--- config.mk ---
export PLATFORM = sky130hd
export DESIGN_NAME = pipe_ctrl
export DESIGN_NICKNAME = d
export VERILOG_FILES = /design/src/rtl/pipe_ctrl_pkg.sv /design/src/rtl/pipe_ctrl_sat_counter.sv /design/src/rtl/pipe_ctrl.sv
export SDC_FILE = /design/constraint.sdc
export NUM_CORES = 1
export LEC_CHECK = 0
export ABC_CLOCK_PERIOD_IN_PS = 5800
export CAP_MARGIN = 20
export CORE_MARGIN = 4
export CORE_UTILIZATION = 50
export CTS_BUF_LIST = sky130_fd_sc_hd__clkbuf_8 sky130_fd_sc_hd__clkbuf_16
export CTS_CLUSTER_DIAMETER = 60
export DETAILED_ROUTE_END_ITERATION = 10
export GPL_TIMING_DRIVEN = 0
export PLACE_DENSITY = 0.95
export SLEW_MARGIN = 20
export SYNTH_ARGS = -nofsm -noshare
export SYNTH_HDL_FRONTEND = slang
export SYNTH_SLANG_ARGS = --single-unit
--- constraint.sdc ---
create_clock -name clk -period 5.8 [get_ports clk]
set_input_delay 0.58 -clock clk [delete_from_list [all_inputs] [get_ports clk]]
set_output_delay 0.58 -clock clk [all_outputs]
set_load 0.01 [all_outputs]
--- src/rtl/pipe_ctrl_pkg.sv ---
// Shared encodings for the pipeline sequencer: stall vectors, exception codes,
// FSM states and the core-wide reset/stop constants.
package pipe_ctrl_pkg;

  localparam logic        RST_ENABLE = 1'b1;
  localparam logic        STOP       = 1'b1;
  localparam logic        NO_STOP    = 1'b0;
  localparam logic [31:0] ZERO_WORD  = 32'h0000_0000;

  // Stall vector: bit0 pc, bit1 if_id, bit2 id_ex, bit3 ex_mem, bit4 mem_wb, bit5 wb
  localparam logic [5:0] STALL_NONE       = 6'b000000;
  localparam logic [5:0] STALL_IF         = 6'b000011;
  localparam logic [5:0] STALL_ID         = 6'b000111;
  localparam logic [5:0] STALL_EX         = 6'b001111;
  localparam logic [5:0] STALL_MEM        = 6'b011111;
  localparam logic [5:0] STALL_EXC_BUBBLE = 6'b011111;

  localparam logic [31:0] EXC_INT          = 32'h0000_0001;
  localparam logic [31:0] EXC_SYSCALL      = 32'h0000_0008;
  localparam logic [31:0] EXC_INST_INVALID = 32'h0000_000a;
  localparam logic [31:0] EXC_OVERFLOW     = 32'h0000_000c;
  localparam logic [31:0] EXC_TRAP         = 32'h0000_000d;
  localparam logic [31:0] EXC_ERET         = 32'h0000_000e;

  typedef enum logic [0:0] {
    ST_RUN   = 1'b0,
    ST_FLUSH = 1'b1
  } state_t;

endpackage

--- src/rtl/pipe_ctrl_sat_counter.sv ---
// Saturating up-counter with synchronous clear and synchronous active-high reset.
module pipe_ctrl_sat_counter
  import pipe_ctrl_pkg::*;
#(
  parameter int           W   = 32,
  parameter logic [W-1:0] MAX = '1
) (
  input  logic         clk,
  input  logic         rst,
  input  logic         inc,
  input  logic         clr,
  output logic [W-1:0] cnt
);

  // NOTE: sequential state uses non-blocking assignments so every flop samples
  // pre-edge values regardless of block ordering.
  always_ff @(posedge clk) begin
    if (rst == RST_ENABLE) begin
      cnt <= '0;
    end else if (clr) begin
      cnt <= '0;
    end else if (inc && (cnt != MAX)) begin
      cnt <= cnt + 1'b1;
    end
  end

endmodule

--- src/rtl/pipe_ctrl.sv ---
// Pipeline sequencer: stall arbitration, two-phase exception entry (bubble,
// then registered flush with redirect PC), statistics and a stall watchdog.
module pipe_ctrl
  import pipe_ctrl_pkg::*;
#(
  parameter logic [31:0] EXC_VECTOR = 32'h0000_0020,
  parameter logic [15:0] WDOG_LIMIT = 16'd1024,
  parameter int          CNT_W      = 32
) (
  input  logic             clk,
  input  logic             rst,
  input  logic             stallreq_from_if,
  input  logic             stallreq_from_id,
  input  logic             stallreq_from_ex,
  input  logic             stallreq_from_mem,
  input  logic [31:0]      excepttype_i,
  input  logic [31:0]      cp0_epc_i,
  output logic [5:0]       stall,
  output logic             flush,
  output logic [31:0]      new_pc,
  output logic             stall_timeout,
  output logic [CNT_W-1:0] stall_cycles,
  output logic [CNT_W-1:0] flush_count
);

  state_t      state;
  logic        exc_take;
  logic        stall_any;
  logic        wdog_hit;
  logic [15:0] wdog_cnt;

  // NOTE: every signal written here gets a default first so no latch is inferred.
  always_comb begin
    stall    = STALL_NONE;
    exc_take = 1'b0;
    if (state == ST_RUN) begin
      if (excepttype_i != ZERO_WORD) begin
        stall    = STALL_EXC_BUBBLE;
        exc_take = 1'b1;
      end else if (stallreq_from_mem == STOP) begin
        stall = STALL_MEM;
      end else if (stallreq_from_ex == STOP) begin
        stall = STALL_EX;
      end else if (stallreq_from_id == STOP) begin
        stall = STALL_ID;
      end else if (stallreq_from_if == STOP) begin
        stall = STALL_IF;
      end
    end
  end

  assign stall_any = (stall != STALL_NONE);

  always_ff @(posedge clk) begin
    if (rst == RST_ENABLE) begin
      state  <= ST_RUN;
      flush  <= 1'b0;
      new_pc <= ZERO_WORD;
    end else begin
      case (state)
        ST_RUN: begin
          if (exc_take) begin
            state  <= ST_FLUSH;
            flush  <= 1'b1;
            new_pc <= (excepttype_i == EXC_ERET) ? cp0_epc_i : EXC_VECTOR;
          end
        end
        ST_FLUSH: begin
          state <= ST_RUN;
          flush <= 1'b0;
        end
        default: begin
          state <= ST_RUN;
          flush <= 1'b0;
        end
      endcase
    end
  end

  // The flag rises on the same edge the watchdog count reaches the limit.
  assign wdog_hit = stall_any && (wdog_cnt >= (WDOG_LIMIT - 16'd1));

  always_ff @(posedge clk) begin
    if (rst == RST_ENABLE) begin
      stall_timeout <= 1'b0;
    end else if (wdog_hit) begin
      stall_timeout <= 1'b1;
    end
  end

  pipe_ctrl_sat_counter #(.W(16), .MAX(WDOG_LIMIT)) u_wdog (
    .clk (clk),
    .rst (rst),
    .inc (stall_any),
    .clr (!stall_any || flush),
    .cnt (wdog_cnt)
  );

  pipe_ctrl_sat_counter #(.W(CNT_W)) u_stall_cycles (
    .clk (clk),
    .rst (rst),
    .inc (stall_any),
    .clr (1'b0),
    .cnt (stall_cycles)
  );

  pipe_ctrl_sat_counter #(.W(CNT_W)) u_flush_count (
    .clk (clk),
    .rst (rst),
    .inc (exc_take),
    .clr (1'b0),
    .cnt (flush_count)
  );

endmodule

# --- Word level (Yosys, flattened, before mapping) ---
# Index checks and enable logic that the tools add are counted.
op_classes:
  n_addsub: 3
  n_lt_le_gt_ge: 1
  n_eq_ne: 5
  mux: 13
  bitwise: 1
  n_reduce_logical: 10
ops:
  columns: ["op", "n"]
  rows:
  - ["$add A32 B1 Y32 const B", 2]
  - ["$ne A32 B32 Y1 const B", 2]
  - ["$eq A32 B4 Y1 const B", 1]
  - ["$mux W32", 1]
  - ["$reduce_bool A32 Y1", 1]
  - ["$add A16 B1 Y16 const B", 1]
  - ["$ge A16 B10 Y1 const B", 1]
  - ["$ne A16 B11 Y1 const B", 1]
  - ["$mux W6", 2]
  - ["$reduce_bool A6 Y1", 1]
  - ["$mux W5", 1]
  - ["$logic_and A1 B1 Y1", 4]
  - ["$mux W1", 4]
  - ["$mux W4", 1]
  - ["$pmux W1 S2", 2]
  - ["$mux W3", 1]
  - ["$mux W2", 1]
  - ["$ne A2 B1 Y1 const B", 1]
  - ["$reduce_and A2 Y1", 1]
  - ["$reduce_or A2 Y1", 1]
  - ["$logic_not A1 Y1", 1]
  - ["$logic_or A1 B1 Y1", 1]
  - ["$not A1 Y1", 1]
word_totals:
  register_bits: 115
  output_inout_bits: 104
  elab_cells: 40

# --- Depth between registers and ports, before layout ---
# Gate-level depths: netlist of run 1.
logic_depth:
  ltp_word: 10
  depth_mapped: 9
  mapped_depth_nobuf: 7

# --- Hierarchy ---
# A second synthesis of run 1 with hierarchy kept.
hier_totals:
  hier_cells: 614
  area_unflattened_um2: 5477.8
modules_own_cells:
  columns: ["module", "instances", "cells_per_inst", "area_per_inst_um2", "seq_area_each_um2"]
  rows:
  - ["pipe_ctrl_sat_counter (u_flush_count ...)", 2, 198, 1620.3, 640.6]
  - ["pipe_ctrl", 1, 121, 1441.4, 700.7]
  - ["pipe_ctrl_sat_counter (u_wdog)", 1, 97, 795.8, 320.3]

# --- Worst setup path before layout of run 1 ---
# No wires, ideal clock.
synth_path:
  path_type: "input port to output port"
  start: "input port excepttype_i[0]"
  end: "output port stall[1]"
  arrival_time_ns: 1.877
  required_ns: 5.220
  setup_slack_ns: 3.343
  cell_stages: 7
  path_buffers: 3
  path_cell_list: "nor4_1 > nand4_1 > o31ai_2 > inv_2 > buf_6 > buf_6 > buf_4"
synth_via:
  elab_chain_cells: 3
synth_lines:
  columns: ["element", "line", "source"]
  rows:
  - ["start, declared", "pipe_ctrl.sv:16", "input logic [31:0] excepttype_i,"]
  - ["$reduce_bool A32 Y1", "pipe_ctrl.sv:37", "if (excepttype_i != ZERO_WORD) begin"]
  - ["$mux W6", "pipe_ctrl.sv:37", null]
  - ["$mux W6", "pipe_ctrl.sv:36", "if (state == ST_RUN) begin"]
  - ["end, declared", "pipe_ctrl.sv:18", "output logic [5:0] stall,"]
# No other way between the ends.

# --- Worst setup path after layout of run 1 ---
layout_path:
  start: "input port excepttype_i[21]"
  end: "output port stall[1]"
# The elaborated chain is that of the path after synthesis.

==> results of run 1 <==
==> cell families (layout without fill, tap and decap cells) <==
family	Yosys count	after routing	synth area share (%)
compound gates	71	71	9.16
buf+inv	46	250	4.07
simple gates	321	321	31.4
xor+xnor	62	62	10.3
flops	115	115	43.8
mux	1	1	0.190
fa+ha+maj	4	4	0.952
other cells	1	1	0.0713
==> final timing paths <==
kind                                             from                      to  slack (ns)
worst min register to register             new_pc[10]              new_pc[10]        0.50
worst max register to register  u_stall_cycles.cnt[0]  u_stall_cycles.cnt[30]        3.45
worst min-delay path                       new_pc[10]              new_pc[10]        0.50
worst max-delay path                 excepttype_i[21]                stall[1]        2.01
==> where the power goes <==
part	switching [W]	internal, W	leakage, nW
Sequential	0.00000832	0.000797	0.928
Clock	0.000391	0.000657	0.286
Combinational	0.0000613	0.0000704	1.50
Total	0.000461	0.00152	2.72
==> flip-flops by register name, summed over array words and instances (netlist names) <==
signal and cells:
flush 1, new_pc 32, stall_timeout 1, state 1, u_flush_count.cnt 32, u_stall_cycles.cnt 32
u_wdog.cnt 16
==> Yosys cell counts (all sizes together) (16+ instances only) <==
cell / count / share of area [%]
nor3: 22 / 2.2
xor2: 41 / 6.8
a22oi: 31 / 4.4
dfxtp: 115 / 44
xnor2: 21 / 3.5
buf: 16 / 1.9
and3: 22 / 2.6
nand2: 25 / 1.8
nand4: 31 / 3.8
a21oi: 17 / 1.6
nor2: 116 / 8.3
clkbuf: 21 / 1.5
nand3: 48 / 4.8
==> metal layers <==
layer  global-route usage [%]  vias to the layer above
li1                         -                     2602
met1                     30.9                     2672
met2                     46.8                      328
met3                     8.82                       54
met4                     11.6                        0
met5                        0                        -
==> critical path: stages <==
cell and delay (ns):
clkdlybuf4s50_1 0.40, nor4_1 0.44, nand4_1 0.36, o31ai_2 0.44
inv_2 0.09, buf_6 0.16, buf_6 0.15, buf_4 0.13
clkdlybuf4s50_1 0.46
==> per-stage QoR <==
step	setup slack, ns	hold slack (ns)	cells	instance area (µm²)	util (%)
global route	1.87	0.540	961	7740	75.4
global placement	2.16	0.478	929	7150	69.6
detailed placement	2.08	0.490	929	7150	69.6
finish	2.01	0.504	961	7740	75.4
CTS	2.05	0.505	961	7740	75.4
floorplan	3.34	0.481	621	5260	-
==> area by class of cell <==
class	instances	share of cell area (%)
multi-input cells	460	35.4
flip-flops and latches	115	29.7
inverters	9	0.436
clock buffers	17	5.35
well taps	136	2.20
repair buffers	172	22.2
plain buffers	37	2.33
clock inverters	15	2.36
==> summary.md, run 1 <==
| Metric | Value |
|---|---|
| Starting density of the core | 51.1% |
| WP data arrival | 3.21 ns |
| Share of synthesized registers carrying an async set or reset | 0% |
| FF+latch count, synth | 115 |
| GRT overflow | 0 |
| # nets final | 886 |
| Hold crit path type | reg2reg |
| Worst hold path depth | 2 |
| Post-Syn Area | 5260 µm² |
| PwrDens | 256 nW/µm² |
| Die Width | 111 µm |
| Initial DRC Count | 449 |
| DR WL met2 | 8470 µm |
| DRT antenna net count | 0 |
| Die Y | 111 µm |
| Post-CTS sizing | 0 |
| Port bufs | 172 |
| Max clock buf depth | 2 |
| Sequential share of the synthesized area | 43.8% |
| First-pass GRT wire length | 27400 µm |
| Hold Fails Final Rpt | 0 |
| Initial antenna violation count | 0 |
| DRT Pass-1 Iters | 5 |
| Relative slew slack | 52.8% |
| Netlist cell types | 48 |
| Routability Congestion | 0.906 |
| Setup violations, final | 0 |
| Multi-input logic area | 2740 µm² |
| Data required time of the critical path | 5.22 ns |
| Pins Over Slew Limit | 0 |
| Sink Count | 115 |
| Achievable Freq | 264 MHz |
| Metal-1 WL | 6600 µm |
| Post-CTS setup buffer count | 0 |
| Max H-tree Level | 4 |
| CTS tree | built |
| Worst vdd ir | 160 µV |
| GRT Util Overall | 27.2% |
| Crit. End Element | primary output |
| Footprint of the flip-flops and latches | 2300 µm² |
| Avg Vias per Cell | 5.89 |
| DRC violations left | 0 |
| DR WL/cell | 17.7 µm |
| Die area | 12200 µm² |
| Largest net degree at the start of global routing | 17 |
| Root buffer cell | clkbuf_8 |
| P_leak | 2.72 nW |
| Post-layout min period | 3.79 ns |
| Outcome | finished clean |
| TNS Setup | 0 ns |
| Syn. warnings | 0 |
| Hold Buf Count CTS | 0 |
| Worst-Skew Late Latency | 0.52 ns |
| Commonest non-fill, non-tap cell in the layout | clkdlybuf4s50_1 |
| Clock Skew | 0.00751 ns |
| Fin crit share | 65.3% |
| Row count | 37 |
| Fillers | 716 |
| Clk slew on worst S/H paths | 0.06 ns |
| Power Total | 0.00198 W |
| HPWL after detailed placement | 12000 µm |
| Slew @ Worst Pin | 0.703 ns |
| Core area | 10300 µm² |
| WL met3 | 1430 µm |
| CP startpoint kind | input pin |
| # diodes | 0 |
| Synth Flop Type | dfxtp_1 |
| Layout area overhead | 47.3% |
| Highest routing layer actually used | met4 |
| Max-Cap Viols | 0 |
| Reg2Reg Depth | 6 |
| Syn_nets | 695 |
| Vias in the first global route | 5685 |
| Cts bufs inserted | 17 |
| Crit Path Category | in2out |
| Via count | 5656 |
| Most frequent cells in the layout | clkdlybuf4s50_1, nor2_1, dfxtp_1 |
| Routed WL | 17000 µm |
| Unrepaired setup endpoints after global routing | no |
| Mapped Cells | 621 |
| Share of cells above drive strength 1 | 7.03% |
| Worst Path Max Fanout | 11 |
| Io pins | 174 |
| Synthesized area per cell | 8.46 µm² |
| EDFF count, synth | 0 |
Note: power is estimated with default switching activity, not from simulation.
==> run 2, diff against run 1 <==
--- a/config.mk
+++ b/config.mk
@@ -5,15 +5,15 @@
 export SDC_FILE = /design/constraint.sdc
 export NUM_CORES = 1
 export LEC_CHECK = 0
-export ABC_CLOCK_PERIOD_IN_PS = 5800
+export ABC_CLOCK_PERIOD_IN_PS = 3200
 export CAP_MARGIN = 20
 export CORE_MARGIN = 4
-export CORE_UTILIZATION = 50
+export CORE_UTILIZATION = 42
 export CTS_BUF_LIST = sky130_fd_sc_hd__clkbuf_8 sky130_fd_sc_hd__clkbuf_16
 export CTS_CLUSTER_DIAMETER = 60
 export DETAILED_ROUTE_END_ITERATION = 10
 export GPL_TIMING_DRIVEN = 0
-export PLACE_DENSITY = 0.95
+export PLACE_DENSITY = 0.88
 export SLEW_MARGIN = 20
 export SYNTH_ARGS = -nofsm -noshare
 export SYNTH_HDL_FRONTEND = slang
==> constraint.sdc (replaced) <==
create_clock -name clk -period 3.2 [get_ports clk]
set_input_delay 0.32 -clock clk [delete_from_list [all_inputs] [get_ports clk]]
set_output_delay 0.32 -clock clk [all_outputs]
set_load 0.01 [all_outputs]
==> run 2 against run 1 <==
  * Setup slack worse by 1.8 ns
  * Non-clock buffer count is 1 higher
  * Flip-flop and latch count stayed put
  * Critical path depth stayed put
  * Clock-buffer cell count stayed put
  * Via count is 5.6% lower
  * Critical path type unchanged
  * Clock power is 84% higher
  * Sequential share of layout area is 0.26 points lower
  * Register-to-register slack worse by 2.6 ns
  * First-iteration DRC count is 21% lower
  * Combinational power is 77% higher
==> summary.md, run 2 (synthesized netlist as in run 1, its figures left out) <==
| Metric | Value |
|---|---|
| # nets final | 887 (+0.11%) |
| Worst r2r dst | u_stall_cycles.cnt[30] |
| Relative slew slack | 44.3% (-8.4 points) |
| Slew @ Worst Pin | 0.829 ns (+0.125 ns) |
| Power Total | 0.00362 W (+82%) |
| Routability Congestion | 0.831 (-8.3%) |
| Row count | 40 (+8.1%) |
| Max-Cap Viols | 0 (unchanged) |
| Fin util | 64.5% (-11 points) |
| Footprint of the flip-flops and latches | 2300 µm² (unchanged) |
| M1 GR Usage | 27.0% (-3.9 points) |
| WP data arrival | 2.72 ns (-0.49 ns) |
| Met3 usage | 6.50% (-2.3 points) |
| DRT antenna net count | 0 (unchanged) |
| Crit. End Element | primary output |
| Logic pwr share | 6.5% (about the same) |
| Pins Over Slew Limit | 0 (unchanged) |
| R2r setup slk | 0.83 ns (-2.62 ns) |
| Share of cells above drive strength 1 | 7.14% (+0.11 points) |
| Setup violations, final | 0 (unchanged) |
| Final Hold Slack | 0.495 ns (-0.00862 ns) |
| Achievable Freq | 329 MHz |
| Hold Fails Final Rpt | 0 (unchanged) |
| Layout area overhead | 48.6% |
| Clk slew on worst S/H paths | 0.06 ns (about the same) |
| DRC violations left | 0 (unchanged) |
| Initial antenna violation count | 0 (unchanged) |
| Hold crit path type | reg2reg |
| TNS Setup | 0 ns (unchanged) |
| First-pass GRT wire length | 25600 µm (-6.3%) |
| Reg2Reg Depth | 6 (unchanged) |
| Via count | 5340 (-5.6%) |
| Switching share of power | 22.6% (-0.58 points) |
| Worst Path Max Fanout | 11 (unchanged) |
| Starting density of the core | 43.4% (-7.7 points) |
| Sw power | 0.000820 W (+78%) |
| Hold Buf Count CTS | 0 (unchanged) |
| Fin crit share | 94.9% |
| Max H-tree Level | 4 (unchanged) |
| # diodes | 0 (unchanged) |
| CP startpoint kind | input pin |
| Worst vdd ir | 249 µV (+55%) |
| PwrDens | 464 nW/µm² (+81%) |
| Met2 GRT Util | 35.2% (-12 points) |
| Routed WL | 15400 µm (-9.8%) |
| Io pins | 174 (unchanged) |
| GRT Util Overall | 21.8% (-5.5 points) |
| Int Pwr | 0.00280 W (+84%) |
| Max clock buf depth | 2 (unchanged) |
| DP Worst Slack | 0.0424 ns (-2.04 ns) |
| P_leak | 2.73 nW (+0.39%) |
| Crit Path Category | in2out |
| Sink Count | 115 (unchanged) |
| GR peak layer | met2 |
| Outcome | finished clean |
| HPWL after detailed placement | 11100 µm (-8.1%) |
| Worst-Skew Late Latency | 0.41 ns (-0.11 ns) |
| DR WL/cell | 15.5 µm (-13%) |
| CTS tree | built |
| Core area | 12100 µm² (+18%) |
| Initial DRC Count | 356 (-21%) |
| Port bufs | 172 (unchanged) |
| Post-layout min period | 3.04 ns |
| GRT overflow | 0 (unchanged) |
| Final WS setup | 0.162 ns (-1.85 ns) |
| Avg Vias per Cell | 5.37 (-8.7%) |
| DRT Pass-1 Iters | 5 (unchanged) |
| Unrepaired setup endpoints after global routing | no |
| Data required time of the critical path | 2.88 ns (-2.34 ns) |
| Most frequent cells in the layout | clkdlybuf4s50_1, nor2_1, dfxtp_1 |
| Commonest non-fill, non-tap cell in the layout | clkdlybuf4s50_1 |
| Vias in the first global route | 5235 (-7.9%) |
| CP startpoint | excepttype_i[13] |
| Crit path capture | stall[1] |
| Die area | 14400 µm² (+18%) |
| Sequential share of power | 40.3% (-0.3 points) |
| Largest net degree at the start of global routing | 17 (unchanged) |
| Largest registers | new_pc: 32 flops, u_flush_count.cnt: 32 flops, u_stall_cycles.cnt: 32 flops |
| Fillers | 1022 (+43%) |
| Cts bufs inserted | 17 (unchanged) |
| Multi-input logic area | 2750 µm² (+0.32%) |
| Die Y | 120 µm (+8.5%) |
| Clock Skew | 0.0121 ns (+0.00459 ns) |
| Die Width | 120 µm (+8.5%) |
| Root buffer cell | clkbuf_16 |
| Clock Power Share | 53.3% (+0.5 points) |
| Reg-to-reg startpoint | u_stall_cycles.cnt[0] |
run 2: cell types whose count changed in the layout (fill, tap and decap cells not counted):
cell       before  now
clkbuf_8        1    0
buf_4           2    3
inv_6           2    3
clkinv_4        5    4
clkbuf_16      16   17
o31ai_2         1    0
o31ai_4         0    1
run 2: timing repair:
item | in CTS | in global routing
setup endpoints to repair | 0 | 2
resized for setup | 0 | 1
setup buffers | 0 | 1
run 2: through the flow:
step / cell area [µm²] / instances
after floorplan: 5260 / 621
after global placement: 7190 / 961
after detailed placement: 7190 / 961
after CTS: 7800 / 993
after global routing: 7810 / 994
final: 7810 / 994
run 2: per-layer routing:
layer  vias to the layer above  routed length (µm)
met5                         -                   0
met4                         0                 342
met3                        31                1190
met2                       236                7370
met1                      2479                6460
li1                       2594                   -
run 2: worst min-delay path by stage:
stage	start	endpoint	slack, ns	cells past startpoint
2_1_floorplan	u_wdog.cnt[15]	u_wdog.cnt[15]	0.48	2
3_3_place_gp	new_pc[23]	new_pc[23]	0.48	2
3_5_place_dp	new_pc[13]	new_pc[13]	0.48	2
4_1_cts	new_pc[13]	new_pc[13]	0.50	2
5_1_grt	new_pc[13]	new_pc[13]	0.52	2
6_report	new_pc[13]	new_pc[13]	0.50	2
run 2: power by group through the flow:
stage               clock (W)  combinational (W)  sequential (W)
floorplan                   0          0.0000832         0.00149
global placement            0           0.000230         0.00149
detailed placement          0           0.000234         0.00149
CTS                   0.00196           0.000234         0.00146
global route          0.00204           0.000253         0.00146
finish                0.00193           0.000234         0.00146
run 2: worst max-delay path, cell delays in order:
cell and delay, ns:
clkdlybuf4s50_1 0.40, nor4_1 0.36, nand4_1 0.31, o31ai_4 0.37, inv_2 0.07, buf_6 0.15
buf_6 0.15, buf_4 0.12, clkdlybuf4s50_1 0.47
run 2: cell type report:
| cell class | count | share of cell area (%) |
|---|---|---|
| Timing Repair Buffer | 173 | 22.1 |
| Clock inverter | 15 | 2.34 |
| Sequential cell | 115 | 29.5 |
| Clock buffer | 17 | 5.45 |
| Multi-Input combinational cell | 460 | 35.2 |
| Buffer | 37 | 2.31 |
| Inverter | 9 | 0.432 |
| Tap cell | 168 | 2.69 |
==> run 3, diff against run 2 <==
--- a/config.mk
+++ b/config.mk
@@ -5,15 +5,18 @@
 export SDC_FILE = /design/constraint.sdc
 export NUM_CORES = 1
 export LEC_CHECK = 0
-export ABC_CLOCK_PERIOD_IN_PS = 3200
+export ABC_CLOCK_PERIOD_IN_PS = 3550
 export CAP_MARGIN = 20
+export CELL_PAD_IN_SITES_DETAIL_PLACEMENT = 0
+export CELL_PAD_IN_SITES_GLOBAL_PLACEMENT = 1
 export CORE_MARGIN = 4
-export CORE_UTILIZATION = 42
+export CORE_UTILIZATION = 36
 export CTS_BUF_LIST = sky130_fd_sc_hd__clkbuf_8 sky130_fd_sc_hd__clkbuf_16
 export CTS_CLUSTER_DIAMETER = 60
 export DETAILED_ROUTE_END_ITERATION = 10
 export GPL_TIMING_DRIVEN = 0
-export PLACE_DENSITY = 0.88
+export PLACE_DENSITY = 0.95
+export REMOVE_ABC_BUFFERS = 1
 export SLEW_MARGIN = 20
 export SYNTH_ARGS = -nofsm -noshare
 export SYNTH_HDL_FRONTEND = slang
==> constraint.sdc (replaced) <==
create_clock -name clk -period 3.55 [get_ports clk]
set_input_delay 0.355 -clock clk [delete_from_list [all_inputs] [get_ports clk]]
set_output_delay 0.355 -clock clk [all_outputs]
set_load 0.01 [all_outputs]
==> run 3 against run 2 <==
  * Clock power fell by 6%
  * Final cell count fell by 1.9%
  * Flip-flop and latch count did not move
  * Sequential power fell by 9.6%
  * Routed wire length fell by 2.3%
  * Hold slack got worse by 0.095 ns
  * Total power fell by 8.3%
  * Global-route usage fell by 3.5 points
  * Clock skew fell by 0.0037 ns
  * Combinational power fell by 15%
  * Highest routed layer is now met5
==> summary.md, run 3 (synthesized netlist as in run 1, its figures left out) <==
| Metric | Value |
|---|---|
| Outcome | finished clean |
| Unrepaired setup endpoints after global routing | no |
| Via count | 5079 (-4.9%) |
| Placed instance count | 941 (-2.1%) |
| DRT antenna net count | 0 (unchanged) |
| Worst vdd ir | 311 µV (+25%) |
| Largest net degree at the start of global routing | 58 (+41) |
| Fin crit share | 85.2% |
| Routed WL | 15000 µm (-2.3%) |
| Int Pwr | 0.00260 W (-7.2%) |
| Vias in the first global route | 4902 (-6.4%) |
| Post-layout min period | 3.03 ns |
| Post-route insts no fill | 975 (-1.9%) |
| Clock Skew | 0.00837 ns (-0.00373 ns) |
| Row count | 43 (+7.5%) |
| DR WL/cell | 15.4 µm (-0.42%) |
| Initial antenna violation count | 1 (+1) |
| WP data arrival | 2.67 ns (-0.05 ns) |
| HPWL after detailed placement | 10500 µm (-5.5%) |
| Crit-path cells | clkdlybuf4s50_1, nor4_1, nand4_1, o31ai_4, inv_2, clkdlybuf4s50_1 |
| Most used cell, CP | clkdlybuf4s50_1 |
| Die Width | 129 µm (+7.5%) |
| # diodes | 0 (unchanged) |
| Hold Fails Final Rpt | 0 (unchanged) |
| Most frequent cells in the layout | clkdlybuf4s50_1, nor2_1, dfxtp_1 |
| Worst-Skew Late Latency | 0.41 ns (about the same) |
| Largest registers | new_pc: 32 flops, u_flush_count.cnt: 32 flops, u_stall_cycles.cnt: 32 flops |
| Setup violations, final | 0 (unchanged) |
| Clock Power Share | 54.4% (+1.1 points) |
| Io pins | 174 (unchanged) |
| DRC violations left | 0 (unchanged) |
| Hold crit path type | in2reg |
| Sw power | 0.000722 W (-12%) |
| Max clock buf depth | 2 (unchanged) |
| Sequential share of power | 39.6% (-0.7 points) |
| CTS tree | built |
| Port bufs | 172 (unchanged) |
| Max H-tree Level | 4 (unchanged) |
| Core area | 14100 µm² (+16%) |
| Achievable Freq | 331 MHz |
| Slew @ Worst Pin | 0.794 ns (-0.0344 ns) |
| Fin util | 55.0% (-9.5 points) |
| Max-Cap Viols | 0 (unchanged) |
| Crit. End Element | primary output |
| Starting density of the core | 37.3% (-6.1 points) |
| R2r setup slk | 1.12 ns (+0.29 ns) |
| First-pass GRT wire length | 24400 µm (-4.8%) |
| Share of cells above drive strength 1 | 7.04% (-0.099 points) |
| Relative slew slack | 47.1% (+2.7 points) |
| Data required time of the critical path | 3.19 ns (+0.31 ns) |
| Routability Congestion | 0.779 (-6.3%) |
| Cts bufs inserted | 17 (unchanged) |
| Worst Path Max Fanout | 21 (+10) |
| PwrDens | 428 nW/µm² (-7.6%) |
| Fillers | 1290 (+26%) |
| Layout area overhead | 47.5% |
| Die Y | 129 µm (+7.5%) |
| Hold Buf Count CTS | 0 (unchanged) |
| Root buffer cell | clkbuf_16 |
| DRT Pass-1 Iters | 8 (+3) |
| Crit Path Category | in2out |
| Sink Count | 115 (unchanged) |
| P_leak | 2.69 nW (-1.4%) |
| Commonest non-fill, non-tap cell in the layout | clkdlybuf4s50_1 |
| Initial DRC Count | 441 (+24%) |
| CP startpoint kind | input pin |
| Pins Over Slew Limit | 0 (unchanged) |
| Slowest cell delay on critical path | 0.54 ns (+0.07 ns) |
| Avg Vias per Cell | 5.21 (-3.0%) |
| GRT Util Overall | 18.3% (-3.5 points) |
| GRT overflow | 0 (unchanged) |
| Logic pwr share | 6.0% (-0.5 points) |
| Clk slew on worst S/H paths | 0.05 ns (about the same) |
| Slowest CP cell | clkdlybuf4s50_1 |
| Switching share of power | 21.7% (-0.92 points) |
| # nets final | 856 (-3.5%) |
| Die area | 16600 µm² (+16%) |
## run 3: changes by cell type in the layout (fill, tap and decap cells not counted), moves of 2 or more
| cell | delta |
|---|---|
| buf_2 | -8 |
| clkbuf_1 | -20 |
| nor3_1 | -2 |
| clkinv_2 | +4 |
| nor3_2 | +2 |
| buf_1 | -3 |
| inv_6 | -3 |
## run 3: final timing paths
kind | start | to | cells after the start
worst max-delay path | excepttype_i[19] | stall[0] | 6
worst max register to register | u_flush_count.cnt[0] | u_flush_count.cnt[29] | 7
worst min register to register | new_pc[7] | new_pc[7] | 2
worst min-delay path | rst | u_flush_count.cnt[18] | 2
## run 3: area by class of cell
type / count / area, µm² / share of cell area [%]
multi-input cells: 460 / 2770 / 35.7
inverters: 9 / 33.8 / 0.436
repair buffers: 179 / 1800 / 23.2
flip-flops and latches: 115 / 2300 / 29.7
clock buffers: 18 / 439 / 5.66
well taps: 180 / 225 / 2.90
clock inverters: 14 / 186 / 2.40
## run 3: critical path: cells and delay by family
| kind | cells | cell delay (ns) |
|---|---|---|
| buffers and inverters | 3 | 1.21 |
| AND/OR/NAND/NOR | 2 | 0.71 |
| AO/OA/AOI/OAI | 1 | 0.38 |
## run 3: through the flow
step	power [W]	setup WS [ns]	hold WS [ns]	TNS (ns)	instance area (µm²)
finish	0.00332	0.525	0.400	0	7750
CTS	0.00336	0.115	0.388	0	7740
global route	0.00344	0.404	0.401	0	7750
detailed placement	0.00154	-0.191	0.485	-0.429	7110
global placement	0.00153	-1.44	0.476	-87.21	7020
floorplan	0.00139	0.552	0.424	0	5080
## run 3: power groups by stage
stage | Clock, W | Sequential (W) | Combinational (W)
floorplan | 0 | 0.00134 | 0.0000493
global placement | 0 | 0.00134 | 0.000190
detailed placement | 0 | 0.00134 | 0.000197
CTS | 0.00184 | 0.00132 | 0.000198
global route | 0.00191 | 0.00132 | 0.000215
finish | 0.00181 | 0.00132 | 0.000198
## run 3: what timing repair did
item                       CTS  global route
setup endpoints to repair    2             2
pin swaps                    0             1
buffers inserted             0             2
gates resized for setup      1             0
## run 3: routing by layer
layer	GRT usage (%)	vias to the layer above	share of wire (%)
li1	-	2526	-
met1	23.1	2354	45
met2	28.0	176	45
met3	7.31	21	8.3
met4	7.04	2	1.5
met5	0	-	0.087
